--- config.mk ---
export PLATFORM = sky130hd
export DESIGN_NAME = carregador_disco_flat
export DESIGN_NICKNAME = d
export VERILOG_FILES = /design/src/rtl/carregador_disco_if.sv /design/src/rtl/carregador_disco.sv /design/src/flat_wrapper.sv
export SDC_FILE = /design/constraint.sdc
export NUM_CORES = 1
export LEC_CHECK = 0
export ABC_AREA = 1
export CAP_MARGIN = 15
export CORE_UTILIZATION = 60
export DETAILED_ROUTE_END_ITERATION = 16
export PLACE_DENSITY = 0.92
export SYNTH_ARGS = -nofsm -noshare
export SYNTH_HDL_FRONTEND = slang
export SYNTH_SLANG_ARGS = --single-unit
--- constraint.sdc ---
create_clock -name clk -period 5.9 [get_ports clk]
set_input_delay 1.18 -clock clk [delete_from_list [all_inputs] [get_ports clk]]
set_output_delay 1.18 -clock clk [all_outputs]
set_load 0.03 [all_outputs]
--- src/rtl/carregador_disco_if.sv ---
`default_nettype none
// +----------------------------------------------------------------------------+
// | carregador_disco_if : request and disk/memory bus bundle for the loader    |
// | Rev 1.0                                                                    |
// +----------------------------------------------------------------------------+
interface carregador_disco_if #(
  parameter int CNT_W = 16
);
  logic             start;
  logic             dir;
  logic [31:0]      disk_base;
  logic [31:0]      mem_base;
  logic [CNT_W-1:0] word_count;
  logic             busy;
  logic             done;
  logic             err;
  logic [31:0]      disk_addr;
  logic             disk_we;
  logic [31:0]      disk_wdata;
  logic [31:0]      disk_rdata;
  logic [31:0]      mem_addr;
  logic             mem_we;
  logic [31:0]      mem_wdata;
  logic [31:0]      mem_rdata;

  // master: requester plus the disk/memory models; slave: the transfer engine
  modport master (
    output start, dir, disk_base, mem_base, word_count, disk_rdata, mem_rdata,
    input  busy, done, err, disk_addr, disk_we, disk_wdata, mem_addr, mem_we, mem_wdata
  );

  modport slave (
    input  start, dir, disk_base, mem_base, word_count, disk_rdata, mem_rdata,
    output busy, done, err, disk_addr, disk_we, disk_wdata, mem_addr, mem_we, mem_wdata
  );
endinterface
`default_nettype wire

--- src/rtl/carregador_disco.sv ---
`default_nettype none
// +----------------------------------------------------------------------------+
// | carregador_disco : pipelined DMA block copy between disk and main memory   |
// | Rev 1.0                                                                    |
// +----------------------------------------------------------------------------+
module carregador_disco #(
  parameter int DISK_WORDS = 100,
  parameter int CNT_W      = 16
) (
  input  wire logic         clk,
  input  wire logic         rst_n,
  carregador_disco_if.slave bus
);
  typedef enum logic [1:0] {
    S_IDLE  = 2'd0,
    S_PRIME = 2'd1,
    S_XFER  = 2'd2,
    S_DONE  = 2'd3
  } state_t;

  localparam logic [32:0] c_DISK_LIMIT = 33'(DISK_WORDS);

  state_t           r_state;
  logic             r_dir;
  logic             r_rej;
  logic [31:0]      r_disk_base;
  logic [31:0]      r_mem_base;
  logic [CNT_W-1:0] r_count;
  logic [CNT_W-1:0] r_idx;
  logic             r_busy;
  logic             r_done;
  logic             r_err;
  logic [31:0]      r_disk_addr;
  logic             r_disk_we;
  logic [31:0]      r_disk_wdata;
  logic [31:0]      r_mem_addr;
  logic             r_mem_we;
  logic [31:0]      r_mem_wdata;

  logic [32:0]      w_req_end;
  logic             w_req_bad;
  logic [CNT_W:0]   w_idx_p2;
  logic             w_src_more;
  logic             w_multi;
  logic             w_last;
  logic [31:0]      w_disk_sink;
  logic [31:0]      w_mem_sink;

  // 33-bit sum so a base near 2^32 cannot wrap past the capacity check
  assign w_req_end   = {1'b0, bus.disk_base} + 33'(bus.word_count);
  assign w_req_bad   = w_req_end > c_DISK_LIMIT;
  // source runs one word ahead of the sink; stop it at base+N-1
  assign w_idx_p2    = {1'b0, r_idx} + (CNT_W+1)'(2);
  assign w_src_more  = w_idx_p2 < {1'b0, r_count};
  assign w_multi     = r_count > CNT_W'(1);
  assign w_last      = r_idx == (r_count - CNT_W'(1));
  assign w_disk_sink = r_disk_base + 32'(r_idx);
  assign w_mem_sink  = r_mem_base + 32'(r_idx);

  always_ff @(posedge clk or negedge rst_n) begin
    if (!rst_n) begin
      r_state      <= S_IDLE;
      r_dir        <= 1'b0;
      r_rej        <= 1'b0;
      r_disk_base  <= '0;
      r_mem_base   <= '0;
      r_count      <= '0;
      r_idx        <= '0;
      r_busy       <= 1'b0;
      r_done       <= 1'b0;
      r_err        <= 1'b0;
      r_disk_addr  <= '0;
      r_disk_we    <= 1'b0;
      r_disk_wdata <= '0;
      r_mem_addr   <= '0;
      r_mem_we     <= 1'b0;
      r_mem_wdata  <= '0;
    end else begin
      case (r_state)
        S_IDLE: begin
          r_done <= 1'b0;
          if (bus.start) begin
            r_dir       <= bus.dir;
            r_disk_base <= bus.disk_base;
            r_mem_base  <= bus.mem_base;
            r_count     <= bus.word_count;
            r_idx       <= '0;
            r_err       <= 1'b0;
            if (bus.word_count == '0) begin
              r_rej   <= 1'b0;
              r_state <= S_DONE;
            end else if (w_req_bad) begin
              r_rej   <= 1'b1;
              r_state <= S_DONE;
            end else begin
              r_rej   <= 1'b0;
              r_busy  <= 1'b1;
              r_state <= S_PRIME;
              if (bus.dir) r_mem_addr  <= bus.mem_base;
              else         r_disk_addr <= bus.disk_base;
            end
          end
        end
        S_PRIME: begin
          if (w_multi) begin
            if (r_dir) r_mem_addr  <= r_mem_addr + 32'd1;
            else       r_disk_addr <= r_disk_addr + 32'd1;
          end
          r_state <= S_XFER;
        end
        S_XFER: begin
          if (r_dir) begin
            r_disk_wdata <= bus.mem_rdata;
            r_disk_addr  <= w_disk_sink;
            r_disk_we    <= 1'b1;
            if (w_src_more) r_mem_addr <= r_mem_addr + 32'd1;
          end else begin
            r_mem_wdata <= bus.disk_rdata;
            r_mem_addr  <= w_mem_sink;
            r_mem_we    <= 1'b1;
            if (w_src_more) r_disk_addr <= r_disk_addr + 32'd1;
          end
          r_idx <= r_idx + CNT_W'(1);
          if (w_last) r_state <= S_DONE;
        end
        S_DONE: begin
          r_disk_we <= 1'b0;
          r_mem_we  <= 1'b0;
          r_done    <= 1'b1;
          r_busy    <= 1'b0;
          r_err     <= r_rej;
          r_state   <= S_IDLE;
        end
        default: r_state <= S_IDLE;
      endcase
    end
  end

  assign bus.busy       = r_busy;
  assign bus.done       = r_done;
  assign bus.err        = r_err;
  assign bus.disk_addr  = r_disk_addr;
  assign bus.disk_we    = r_disk_we;
  assign bus.disk_wdata = r_disk_wdata;
  assign bus.mem_addr   = r_mem_addr;
  assign bus.mem_we     = r_mem_we;
  assign bus.mem_wdata  = r_mem_wdata;

endmodule
`default_nettype wire

--- src/flat_wrapper.sv ---
// flat-port wrapper written by rule: the top's interface ports become plain ports
module carregador_disco_flat 
#(
  parameter int DISK_WORDS = 100,
  parameter int CNT_W      = 16
)
  (clk, rst_n, bus_start, bus_dir, bus_disk_base, bus_mem_base, bus_word_count, bus_disk_rdata, bus_mem_rdata, bus_busy, bus_done, bus_err, bus_disk_addr, bus_disk_we, bus_disk_wdata, bus_mem_addr, bus_mem_we, bus_mem_wdata);
  carregador_disco_if #(.CNT_W(CNT_W)) bus_i ();
  input  wire logic clk;
  input  wire logic rst_n;
  input wire logic [$bits(bus_i.start)-1:0] bus_start;
  input wire logic [$bits(bus_i.dir)-1:0] bus_dir;
  input wire logic [$bits(bus_i.disk_base)-1:0] bus_disk_base;
  input wire logic [$bits(bus_i.mem_base)-1:0] bus_mem_base;
  input wire logic [$bits(bus_i.word_count)-1:0] bus_word_count;
  input wire logic [$bits(bus_i.disk_rdata)-1:0] bus_disk_rdata;
  input wire logic [$bits(bus_i.mem_rdata)-1:0] bus_mem_rdata;
  output wire logic [$bits(bus_i.busy)-1:0] bus_busy;
  output wire logic [$bits(bus_i.done)-1:0] bus_done;
  output wire logic [$bits(bus_i.err)-1:0] bus_err;
  output wire logic [$bits(bus_i.disk_addr)-1:0] bus_disk_addr;
  output wire logic [$bits(bus_i.disk_we)-1:0] bus_disk_we;
  output wire logic [$bits(bus_i.disk_wdata)-1:0] bus_disk_wdata;
  output wire logic [$bits(bus_i.mem_addr)-1:0] bus_mem_addr;
  output wire logic [$bits(bus_i.mem_we)-1:0] bus_mem_we;
  output wire logic [$bits(bus_i.mem_wdata)-1:0] bus_mem_wdata;
  assign bus_i.start = bus_start;
  assign bus_i.dir = bus_dir;
  assign bus_i.disk_base = bus_disk_base;
  assign bus_i.mem_base = bus_mem_base;
  assign bus_i.word_count = bus_word_count;
  assign bus_i.disk_rdata = bus_disk_rdata;
  assign bus_i.mem_rdata = bus_mem_rdata;
  assign bus_busy = bus_i.busy;
  assign bus_done = bus_i.done;
  assign bus_err = bus_i.err;
  assign bus_disk_addr = bus_i.disk_addr;
  assign bus_disk_we = bus_i.disk_we;
  assign bus_disk_wdata = bus_i.disk_wdata;
  assign bus_mem_addr = bus_i.mem_addr;
  assign bus_mem_we = bus_i.mem_we;
  assign bus_mem_wdata = bus_i.mem_wdata;
  carregador_disco #(.DISK_WORDS(DISK_WORDS), .CNT_W(CNT_W)) u_core (.clk(clk), .rst_n(rst_n), .bus(bus_i));
endmodule
**Word-level counts from Yosys, hierarchy flattened**

Index checks and enable logic that the tools add are counted.

- Add/subtract/negate cells: 8
- Multiply operators: 0
- Div/mod/pow operators: 0
- Magnitude comparators: 3
- Eq/ne operators: 17
- Shifts and indexed selects: 0
- Multiplexer cells: 38
- Bitwise logic cells: 1
- Reduce and logical (&&, ||, !) cells: 17

Operators by type and width:

| cell | count |
|---|---|
| 32-bit two-way mux | 16 |
| 32-bit case mux with 3 select lines | 2 |
| 32-bit by 1-bit adder with 32-bit output (second input constant) | 2 |
| 32-bit by 16-bit adder with 32-bit output | 2 |
| 32-bit by 16-bit adder with 33-bit output | 1 |
| 33-bit by 7-bit > comparator with 1-bit output (second input constant) | 1 |
| 16-bit case mux with 2 select lines | 1 |
| 16-bit by 2-bit adder with 17-bit output (second input constant) | 1 |
| 17-bit by 16-bit < comparator with 1-bit output | 1 |
| 16-bit by 1-bit adder with 16-bit output (second input constant) | 1 |
| 16-bit == test | 1 |
| 16-bit by 1-bit > comparator with 1-bit output (second input constant) | 1 |
| 16-bit logical NOT | 1 |
| 16-bit two-way mux | 1 |
| 2-bit AND reduction | 8 |
| 8-bit AND reduction | 2 |
| 16-bit by 1-bit subtractor with 16-bit output (second input constant) | 1 |
| 2-bit inequality test (second input constant) | 7 |
| 1-bit case mux with 2 select lines | 5 |
| 1-bit two-way mux | 8 |
| 2-bit two-way mux | 4 |
| 2-bit by 1-bit inequality test with 1-bit output (second input constant) | 4 |
| 2-bit case mux with 4 select lines | 1 |
| 2-bit nonzero test | 3 |
| 8 further kinds | 9 |

- Register bits after elaboration: 233
- Bits in latches: 0
- Bits in writable memories: 0
- Bits in read-only memories: 0
- Bits of input ports: 148
- Output and inout port bits: 133
- Word-level logic and storage cells: 100
- Memories kept: 0

**Longest topological paths before layout**

- Word-level depth: 6
- Mapped depth: 22

**Least setup slack after synthesis**

OpenSTA, ideal clock, no wires.

- Path type: input to register
- Start: input port bus_word_count[0]
- End: register u_core.r_mem_addr[8], in the netlist u_core.bus.mem_addr[8]
- Library setup time: 123 ps
- Arrival: 3,326 ps
- Data required time: 5,777 ps
- Slack: 2,451 ps
- Stages on the path: 21
- Cell sequence: ha_1 > fa_1 > nand3_1 > nand2_2 > nand2_1 > nand2_2 > nand2_1 > nand2_2 > nand2_1 > nand2_1 > nand2_1 > nand3_1 > nor2_1 > nand3_1 > nor2_2 > nand2_2 > nand2_4 > nand2_4 > buf_6 > nand2_1 > o21ai_2

- Cells in the longest elaborated chain, start to end: 4

Ends and longest elaborated chain:

| item | line | text |
|---|---|---|
| from (decl) | flat_wrapper.sv:15 | `input wire logic [$bits(bus_i.word_count)-1:0] bus_word_count;` |
| 32-bit by 16-bit adder with 33-bit output | carregador_disco.sv:50 | `assign w_req_end = {1'b0, bus.disk_base} + 33'(bus.word_count);` |
| 33-bit by 7-bit > comparator with 1-bit output | carregador_disco.sv:51 | `assign w_req_bad = w_req_end > c_DISK_LIMIT;` |
| 2-bit inequality test (no source line) | - |  |
| 8-bit AND reduction (no source line) * | - |  |
| to (signal assigned) | carregador_disco.sv:99 | `if (bus.dir) r_mem_addr <= bus.mem_base;` |
| to (signal assigned) | carregador_disco.sv:106 | `if (r_dir) r_mem_addr <= r_mem_addr + 32'd1;` |
| to (signal assigned) | carregador_disco.sv:116 | `if (w_src_more) r_mem_addr <= r_mem_addr + 32'd1;` |
| to (decl) | carregador_disco.sv:36 | `logic [31:0] r_mem_addr;` |

Mark *: on every way between the ends. The rest lies on a longest branch, timed or not.
A chain may end at the register's enable or synchronous reset.

**Worst setup path after layout**

- Start: register u_core.r_idx[1]
- End: register u_core.r_mem_addr[3], in the netlist u_core.bus.mem_addr[3]

- Cells in the longest elaborated chain, start to end: 4

Ends and longest elaborated chain:

| item | line | text |
|---|---|---|
| from (decl) | carregador_disco.sv:29 | `logic [CNT_W-1:0] r_idx;` |
| from (signal assigned) | carregador_disco.sv:123 | `r_idx <= r_idx + CNT_W'(1);` |
| 16-bit by 2-bit adder with 17-bit output | carregador_disco.sv:53 | `assign w_idx_p2 = {1'b0, r_idx} + (CNT_W+1)'(2);` |
| 17-bit by 16-bit < comparator with 1-bit output | carregador_disco.sv:54 | `assign w_src_more = w_idx_p2 < {1'b0, r_count};` |
| 3-bit inequality test (no source line) | - |  |
| 8-bit AND reduction (no source line) | - |  |

Several ways; a longest one is shown, not always the timed one.

==> results_dict.tcl <==
set metrics [dict create \
    route.final.wire_length_um 65000 \
    gr-total-overflow 0 \
    max_cap_viol_count 0 \
    clock_tree.root_cell "clkbuf_16" \
    netlist.area_leader.share 0.3253 \
    finalCritPeriodShare 0.8434 \
    clock_tree_from_tritoncts "yes" \
    final_antenna_net_count 0 \
    totalNegativeSetupSlack_ns 0 \
    path_cells "ha_1, nand2_1, nor2_1, nand2_1, nor3_2, inv_1, nor3_1, inv_1, nor2_1, inv_1, nor2_1, xor2_1, ha_1, nand4_1, nor3_1, nand3b_1, nand3_1, a21oi_4, nand2_4, nand2_2, o21ai_2" \
    setup.worst_path.class "reg -> reg" \
    status "finished, final reports clean" \
    unrepaired_setup_endpoints_after_global_routing "false" \
    max_clock_freq_mhz 201.0 \
    clock-sinks 233 \
    finish.net_count 3179 \
    initial_cell_density_of_the_core 0.6177 \
    end_kind "register" \
    post-cts-setup-buffer-count 0 \
    post_drt_via_cell_ratio 6.044 \
    mappedNetlistArea_mm2 0.01792 \
    pin_count_of_the_biggest_net_entering_global_routing 145 \
    postCtsHoldBufs 0 \
    drc 0 \
    chipWidth_um 174.8 \
    io_buffer_count 280 \
    dpl.cell_count 3310 \
    syn-instance-count 2715 \
    synth_seq_cells 233 \
    first_global_vias 19574 \
    final-setup-viol-count 0 \
    timing.max_slew.rel_slack 0.2265 \
    routability_cong 1.016 \
    core.rowCount 62 \
    crit_path_top_delay_cell "nand2_4" \
    fraction_of_registers_with_async_set_reset 1.000 \
    power.density_cell_area_mw_per_mm2 204.2 \
    clock_insertion_delay_worst_skew_ns 0.55 \
    arrival_ns 5.43 \
    synth.top_cells.by_count "nand2_1 (884), inv_1 (301), dfrtp_1 (233)" \
    tritoncts.num_buffers 26 \
    yosys.cell_count.top_type "nand2_1" \
    synth-seq-area-share 0.3253 \
    vdd_ir_drop_max_mv 0.2044 \
    number_of_diodes_added_for_antenna_fixing 0 \
    net_count_after_synthesis 2940 \
    flow.area_growth_from_synthesis_pct 21.64 \
    synth-edff-count 0 \
    ctsHtreeMaxLevel 1 \
    final.min_clock_period_ns 4.976 \
    cts_repair_resize_count 0 \
    static-leakage-power_nw 10.58 \
    skew_ns 0.01377 \
    path_clk_slew_ns 0.06 \
    ys_dominant_reg_cell "dfrtp_1" \
    first_pass_grt_wire_length_um 102000 \
    yosys_warnings 0 \
    netlist-cell-type-count 57 \
    worst_ep_required_time_ns 6.35 \
    hold_vio_cnt_final 0 \
    layout.filler_cells 2231 \
    detailedRoute.firstPassIterationCount 6 \
    coreArea_mm2 0.02901 \
    layoutNonFillerInstCount 3357 \
    cp-start-kind "register" \
    synth_area_leader_cell "dfrtp_1" \
    slew_viol_final 0 \
    antenna_found_initial 1 \
    place_hpwl_um 48910 \
    chipHeight_um 174.8 \
    avgRoutedWirePerCell_um 19.36 \
    clock_tree.buffer_depth 3 \
    critical_path.max_stage_delay_ns 0.72 \
    groute.usage.overall 0.4205 \
    postPlaceCellArea_mm2 0.02091 \
    critPathMaxFanout 61 \
    finish.instance_area_mm2 0.02180 \
    ioPinCount 281 \
    synth.avg_cell_area_um2 6.601 \
    leading_cell_types_by_total_area_after_synthesis "dfrtp_1 (33%), nand2_1 (19%), inv_1 (6.3%)" \
    holdCritPathClass "reg -> reg" \
    tightest_slew_ns 1.159 \
    drt_iter0_drc 2264 \
    layout-drive-gt1-share 0.05819 \
    vias 20291 \
    dieArea_mm2 0.03057 \
]
## path summary, 6_finish.rpt
kind,from,endpoint,slack (ns),depth (start not counted)
max in group asynchronous,rst_n,u_core.bus.disk_wdata[14],4.03,2
hold reg to reg,u_core.bus.mem_wdata[13],u_core.bus.mem_wdata[13],0.48,2
setup / recovery,u_core.r_idx[1],u_core.bus.mem_addr[3],0.92,21
hold / removal,u_core.bus.mem_wdata[13],u_core.bus.mem_wdata[13],0.48,2
setup reg to reg,u_core.r_idx[1],u_core.bus.mem_addr[3],0.92,21
min in group asynchronous,rst_n,u_core.r_mem_base[2],0.61,1
## where the power goes
part	internal [mW]	leakage, nW	switching (mW)
logic	0.376	7.35	0.566
clock network	1.02	0.437	0.702
registers	1.65	2.80	0.142
total	3.04	10.6	1.41
## area by class of cell
type | instances | area (um2) | share of cell area
clock inverter | 11 | 146.4 | 0.006715
multi-input combinational | 2092 | 10530 | 0.4831
clock buffer | 36 | 748.2 | 0.03432
timing repair buffer | 290 | 2895 | 0.1328
inverter | 311 | 1167 | 0.05355
sequential | 233 | 5831 | 0.2675
tap | 384 | 480.5 | 0.02204
## cells in the final DEF, fill, tap and decap left out, types with 9 or more instances in the layout
cell type	n
a21oi_1	128
a31oi_1	18
buf_4	9
clkbuf_16	26
clkdlybuf4s50_1	279
dfrtp_1	233
ha_1	73
inv_1	301
nand2_1	883
nand2_2	45
nand3_1	194
nand3b_1	9
nand4_1	55
nor2_1	224
nor3_1	67
nor4_1	15
o21ai_0	177
o21ai_2	29
o22ai_1	12
or2_2	16
xnor2_1	19
xor2_1	48
## sequential cells by signal, summed over array words and instances (netlist names), 2 cells and up
signal,flops
u_core.bus.disk_addr,32
u_core.r_count,16
u_core.r_mem_base,32
u_core.bus.disk_wdata,32
u_core.r_state,2
u_core.r_idx,16
u_core.bus.mem_wdata,32
u_core.bus.mem_addr,32
u_core.r_disk_base,32
## kinds of logic after synthesis
kind of cell    count (synthesis)  synth area share
simple gates                 1534            0.3665
compound gates                414            0.1322
buf+inv                       390           0.08817
flops                         233            0.3253
fa+ha+maj                      77           0.05501
xor+xnor                       67           0.03274
## routing by layer
layer / vias to the layer above / share of wire / track usage
met5: - / 0.00020 / 0
met4: 2 / 0.069 / 0.2591
met3: 291 / 0.087 / 0.05940
met2: 1239 / 0.47 / 0.7095
met1: 9425 / 0.37 / 0.5077
li1: 9334 / - / -
## through the flow
step / power [mW] / setup WS (ns) / hold slack, ns / utilization
2_1_floorplan: 2.333 / 2.451 / 0.4497 / -
3_3_place_gp: 2.708 / 1.076 / 0.4530 / 0.7205
3_5_place_dp: 2.732 / 1.004 / 0.4620 / 0.7205
4_1_cts: 4.427 / 0.9782 / 0.4764 / 0.7514
5_1_grt: 4.596 / 0.4777 / 0.4999 / 0.7514
6_report: 4.452 / 0.9237 / 0.4757 / 0.7514
## critical path: cells and delay by family (launching register included)
| family | cells | cell delay (ns) |
|---|---|---|
| adders and majority gates | 2 | 0.60 |
| buffers and inverters | 3 | 0.26 |
| DFF | 1 | 0.70 |
| xor gates and xnor gates | 1 | 0.10 |
| and+or+nand+nor | 13 | 2.90 |
| AOI/OAI and AO/OA | 2 | 0.25 |
(Power assumes the default switching activity.)
